**config.mk**
```make
export PLATFORM = sky130hd
export DESIGN_NAME = hazard_sequencer
export DESIGN_NICKNAME = d
export VERILOG_FILES = /design/src/rtl/hazard_sequencer.sv
export SDC_FILE = /design/constraint.sdc
export NUM_CORES = 1
export LEC_CHECK = 0
export CORE_MARGIN = 2
export CORE_UTILIZATION = 39
export CTS_CLUSTER_DIAMETER = 30
export CTS_CLUSTER_SIZE = 25
export DETAILED_ROUTE_END_ITERATION = 6
export PLACE_DENSITY = 0.87
export SLEW_MARGIN = 20
export SYNTH_ARGS = -nofsm -noshare
export SYNTH_HDL_FRONTEND = slang
export SYNTH_SLANG_ARGS = --single-unit
export TNS_END_PERCENT = 1
```
**constraint.sdc**
```tcl
create_clock -name clk -period 4.1 [get_ports clk]
set_input_delay 1.025 -clock clk [delete_from_list [all_inputs] [get_ports clk]]
set_output_delay 1.025 -clock clk [all_outputs]
set_load 0.1 [all_outputs]
```
**src/rtl/hazard_sequencer.sv**
```systemverilog
// Stall/flush sequencer: load-use bubble, branch flush, dmem wait freeze, timeout trap.
// Define HAZARD_PERF_CNT_EN to build the stall/flush performance counters.
module hazard_sequencer #(
  parameter int unsigned MEM_TIMEOUT = 16,
  parameter int unsigned CNT_W       = 32
) (
  input  logic             clk,
  input  logic             rst,
  input  logic             lu_hazard,
  input  logic             br_taken,
  input  logic             dmem_req,
  input  logic             dmem_ready,
  output logic             pc_en,
  output logic             ifid_en,
  output logic             idex_en,
  output logic             exmem_en,
  output logic             memwb_en,
  output logic             ifid_flush,
  output logic             idex_flush,
  output logic             mem_timeout,
  output logic [CNT_W-1:0] stall_cycles,
  output logic [CNT_W-1:0] flush_events
);

  typedef enum logic [1:0] {
    RUN       = 2'd0,
    LU_BUBBLE = 2'd1,
    MEM_WAIT  = 2'd2,
    TRAP      = 2'd3
  } state_t;

  localparam logic [7:0] WAIT_LIM = 8'(MEM_TIMEOUT - 1);

  state_t     state_q;
  state_t     state_d;
  logic [7:0] wait_q;
  logic [7:0] wait_d;

  logic [4:0] en;
  logic       fl_if;
  logic       fl_id;
  logic       trap;
  logic       miss;
  logic       done;

  assign miss = dmem_req & ~dmem_ready;
  assign done = dmem_req & dmem_ready;

  always_ff @(posedge clk) begin
    if (rst) begin
      state_q <= RUN;
      wait_q  <= 8'd0;
    end else begin
      state_q <= state_d;
      wait_q  <= wait_d;
    end
  end

  always_comb begin
    state_d = state_q;
    wait_d  = wait_q;
    en      = 5'b11111;
    fl_if   = 1'b0;
    fl_id   = 1'b0;
    trap    = 1'b0;
    unique case (state_q)
      RUN, LU_BUBBLE: begin
        state_d = RUN;
        if (miss) begin
          en      = 5'b00000;
          state_d = MEM_WAIT;
          wait_d  = 8'd1;
        end else if (br_taken) begin
          fl_if = 1'b1;
          fl_id = 1'b1;
        end else if (lu_hazard && state_q == RUN) begin
          // hold PC and IF/ID, push a bubble into ID/EX
          en      = 5'b00111;
          fl_id   = 1'b1;
          state_d = LU_BUBBLE;
        end
      end
      MEM_WAIT: begin
        en = 5'b00000;
        if (done) begin
          en      = 5'b11111;
          state_d = RUN;
          wait_d  = 8'd0;
        end else if (wait_q == WAIT_LIM) begin
          state_d = TRAP;
        end else begin
          wait_d = wait_q + 8'd1;
        end
      end
      TRAP: begin
        en   = 5'b00000;
        trap = 1'b1;
      end
      default: begin
        state_d = RUN;
        wait_d  = 8'd0;
      end
    endcase
    if (rst) begin
      en    = 5'b00000;
      fl_if = 1'b1;
      fl_id = 1'b1;
      trap  = 1'b0;
    end
  end

  assign {pc_en, ifid_en, idex_en, exmem_en, memwb_en} = en;
  assign ifid_flush  = fl_if;
  assign idex_flush  = fl_id;
  assign mem_timeout = trap;

`ifdef HAZARD_PERF_CNT_EN
  logic [CNT_W-1:0] stall_q;
  logic [CNT_W-1:0] flush_q;

  always_ff @(posedge clk) begin
    if (rst) begin
      stall_q <= '0;
      flush_q <= '0;
    end else begin
      if (!pc_en && stall_q != '1)
        stall_q <= stall_q + 1'b1;
      // outside reset ifid_flush only comes from a taken branch
      if (ifid_flush && flush_q != '1)
        flush_q <= flush_q + 1'b1;
    end
  end

  assign stall_cycles = stall_q;
  assign flush_events = flush_q;
`else
  assign stall_cycles = '0;
  assign flush_events = '0;
`endif

endmodule

```
After elaboration in Yosys (flattened, before gate mapping)
Cells that the tools add are included.
{ "totals": {"in_bits": 6, "word_cells": 46, "register_bits": 10, "output_inout_bits": 72} }
{ "classes": {"bitwise_logic": 3, "eq_ne": 7, "mux": 27, "reduce_logical": 6, "addsub": 1} }
{ "op_table": {"columns": ["op", "n"], "rows": [
  ["$mux 5", 5],
  ["$mux 8", 3],
  ["$pmux 8 s2", 1],
  ["$pmux 5 s3", 1],
  ["$mux 1", 13],
  ["$add 8x1->8 const B", 1],
  ["$eq 8x4->1 const B", 1],
  ["$mux 2", 3],
  ["$ne 3x3->1 const B", 2],
  ["$eq 2x2->1 const B", 2],
  ["$pmux 2 s2", 1],
  ["$reduce_and 3->1", 1],
  ["$and 1x1->1", 2],
  ["$eq 2x1->1 const B", 1],
  ["$logic_not 2->1", 1],
  ["$ne 2x2->1 const B", 1],
  ["$reduce_and 2->1", 1],
  ["$reduce_bool 2->1", 1],
  ["$reduce_or 2->1", 1],
  ["$logic_and 1x1->1", 1],
  ["$not 1->1", 1]
]} }

Depth between registers and ports, before layout
{ "logic_depth": {"depth_word": 7, "ltp_mapped": 5, "ltp_nobuf": 5} }

Least setup slack after synthesis
OpenSTA, ideal clock, no wires.
{ "synth_timing": {"kind": "input-to-output", "from": "input port dmem_ready", "to": "output port pc_en", "arrival_ns": 4.218, "t_required_ns": 3.075, "path_slack_ns": -1.143, "n_path_buf": 1, "path_stages": 5, "cell_sequence": "nand2b_1 -> a21boi_0 -> nor2b_1 -> o21a_1 -> buf_4"} }
{ "synth_via": {"elab_chain_len": 5, "elab_cells_between_ends": 7, "cone_classes": "mux (4); bitwise (3)"} }
{ "synth_rtl": {"columns": ["element", "line", "text"], "rows": [
  ["start: declaration", "12", "input logic dmem_ready,"],
  ["$not 1->1", "46", "assign miss = dmem_req & ~dmem_ready;"],
  ["$and 1x1->1", "46", null],
  ["$mux 5", "69", "if (miss) begin"],
  ["$pmux 5 s3 *", "66", "unique case (state_q)"],
  ["$mux 5 *", "104", "if (rst) begin"],
  ["end: declaration", "13", "output logic pc_en,"]
]} }
Mark *: on every way between the ends. The rest lies on a longest branch, timed or not.

Worst setup path in the final report
{ "layout_timing": {"from": "input port dmem_ready", "to": "output port ifid_en"} }
{ "layout_via": {"elab_chain_len": 5, "elab_cells_between_ends": 7, "cone_classes": "mux (4); bitwise (3)"} }
{ "layout_rtl": {"columns": ["element", "line", "text"], "rows": [
  ["$not 1->1", "46", null],
  ["$and 1x1->1", "46", null],
  ["$mux 5", "69", null],
  ["$pmux 5 s3 *", "66", null],
  ["$mux 5 *", "104", null],
  ["end: declaration", "14", "output logic ifid_en,"]
]} }
Marked as above.

==> metrics.txt <==
Gate power share=0.648; die area=3400 sq um; slowest CP cell=clkdlybuf4s50_1; Port Buf Inserts=13; Diodes inserted=0; max-slew violations=0; CTS resizes=0; Setup TNS=0 ns; leading area contributor after synthesis=buf_4; Mean Syn Cell Area=7.99 sq um; CP Capture Type=primary output; final WL=about 1700 um; LEAKAGE=roughly 0.00053 uW; CP cell instances=clkdlybuf4s50_1 -> nand2b_1 -> a21boi_0 -> nor2b_4 -> o21a_2 -> buf_12; f_max=0.265 GHz; synth top area cells=buf_4, dfxtp_1, nand2b_1; internal power=approximately 190 uW; Switching Power=354 uW; post-synthesis instance total=144; WHS=about 0.51 ns; final routed DRC violation total=0; worst clock skew=0.00746 ns; post-CTS setup buffer count=0; Setup CP Type=in -> out; Placed Cells=~180; vias in the first global route=624; initial core utilization=0.414; Clk pwr share=0.166; row cnt=19; routability cong.=0.883; Die W=58.3 um; # Max-Cap Violations=0; post-route ant nets=0; Worst-Margin Slew=0.519 ns; H-tree lvl count=1; Startpoint Class=input port; drt first pass iters=4; Yosys cell types=37; CTS tree=built; RSZ-0062 raised after global routing=no; initial antenna violation count=0; Final Core Density=0.413; Final Cycle Share=0.921; Worst slew margin=0.650; slowest stage delay, CP=0.49 ns; Vias=~790; Avg WL per Cell=9.39 um; sequential cell area fraction in the yosys report=0.174; Buf/Inv on CP=2; area occupied by multi-input gates=approximately 660 sq um; first-pass GRT wire length=2590 um; gr ovfl total=0; outcome=completed; Post-Place Worst Slack=0.316 ns; final worst setup slack=0.326 ns; Synth Register Bits=10; final setup fails=0; crit path DAT=2.75 ns; Die Y=58.3 um; Sw Ratio=0.653; CTS root buf=clkbuf_4; Via density=4.25; latest clock arrival within the worst-skew pair=0.27 ns; Crit path required time=just over 3 ns; Non-Filler Instances=186; cell area power density=473 nW/um^2; Area Growth Syn to Fin=-0.326%; Core ar.=2780 sq um; Syn Std Cell Area=1150 sq um; Crit path max-delay family=buffers and inverters; Clock transition at path regs=approximately 0.070 ns; clk sinks=10; Flop pwr share=0.187; All-Layer GR Usage=0.101; Peak VDD IR=0.288 mV; Tmin final=3.77 ns; Max FO, Critical Path=6; Num CTS Buffers=3; hpwl dp=1390 um; Syn. warnings=0; register area=about 200 sq um; largest net degree at the start of global routing=12; share of post-route cells with drive strength above 1=0.148; Fill cells=277; fin nets=163; hold buffer count at cts=0; buffer depth of the longest clock path=2; worst min path class=reg -> reg; final hold vios=0; I/O pin cnt=78; 1st-iter DRT viols=14; post-synth top area share=0.437
[tightest hold or removal path, delay by kind of cell, from the launching register on]
kind             cells  cell delay [ns]
AND/OR/NAND/NOR      1             0.07
multiplexers         1             0.06
flip-flops           1             0.33
[Yosys cell counts, drive strengths merged]
| library cell | count |
|---|---|
| a21oi | 6 |
| or3 | 2 |
| nand4 | 1 |
| nand2 | 6 |
| buf | 70 |
| mux2i | 1 |
| a311oi | 4 |
| o21a | 2 |
| and2 | 3 |
| nand3 | 6 |
| nor2b | 1 |
| a41oi | 2 |
| nand3b | 1 |
| inv | 1 |
| a2bb2oi | 1 |
| dfxtp | 10 |
| conb | 1 |
| and3 | 2 |
| a31o | 1 |
| or4 | 2 |
| nand2b | 5 |
| nor2 | 6 |
| a21boi | 1 |
| o21ai | 3 |
| o2111ai | 1 |
| nor4 | 1 |
| nor3 | 2 |
| a31oi | 1 |
| ha | 1 |
[registers in the layout, indices dropped and copies added (netlist names)]
name     flops
wait_q       8
state_q      2
[stage by stage]
step | area, sq um | power [uW]
floorplan | 1400 | 471
CTS | 1150 | 546
global route | 1150 | 562
finish | 1150 | 543
global placement | 1110 | 454
detailed placement | 1110 | 454
[power groups by stage]
stage | logic, uW | registers (uW) | clock network (uW)
final | 352 | 101 | 89.9
after global routing | 359 | 102 | 101
after CTS | 351 | 101 | 94.1
after detailed placement | 350 | 104 | 0
after global placement | 350 | 104 | 0
after floorplan | 368 | 103 | 0
[cell families after synthesis]
kind of cell,share of synthesized area
flops,0.174
compound gates,0.143
buf+inv,0.463
other cells,0.00326
mux,0.00870
simple gates,0.197
fa+ha+maj,0.0109
[final timing paths]
| check | from | to | slack [ns] | cells after the start |
|---|---|---|---|---|
| worst max register to register | wait_q[0]$_SDFFE_PP0P_ | wait_q[3]$_SDFFE_PP0P_ | 2.53 | 5 |
| worst max-delay path | dmem_ready | ifid_en | 0.33 | 6 |
| worst min-delay path | wait_q[1]$_SDFFE_PP0P_ | wait_q[1]$_SDFFE_PP0P_ | 0.51 | 2 |
| worst min register to register | wait_q[1]$_SDFFE_PP0P_ | wait_q[1]$_SDFFE_PP0P_ | 0.51 | 2 |
[layout make-up]
type | instances | area share
Multi-Input combinational cell | 126 | 0.578
Inverter | 1 | 0.00327
Timing Repair Buffer | 14 | 0.179
Tap cell | 31 | 0.0338
Clock buffer | 4 | 0.0316
Sequential cell | 10 | 0.174
[layout by cell type, fill, tap and decap left out, types with 2 or more instances in the layout]
master,instances
dfxtp_1,10
or3_1,2
a311oi_2,2
and2_1,2
conb_1,64
buf_12,7
nor2_1,5
nand2b_1,5
nand2_1,6
nor3_1,2
o21ai_0,2
clkbuf_4,3
a41oi_1,2
buf_4,2
clkdlybuf4s50_1,5
a21oi_1,6
nand3_1,6
a311oi_1,2
[per-layer routing]
| metal | up-vias | share of wire | track usage |
|---|---|---|---|
| met3 | 2 | 0.11 | 0.0549 |
| met1 | 357 | 0.37 | 0.110 |
| li1 | 382 | - | - |
| met4 | 0 | 0.011 | 0.0399 |
| met2 | 50 | 0.51 | 0.162 |
| met5 | - | 0 | 0 |
No activity file was read; power rests on OpenSTA's default activity.
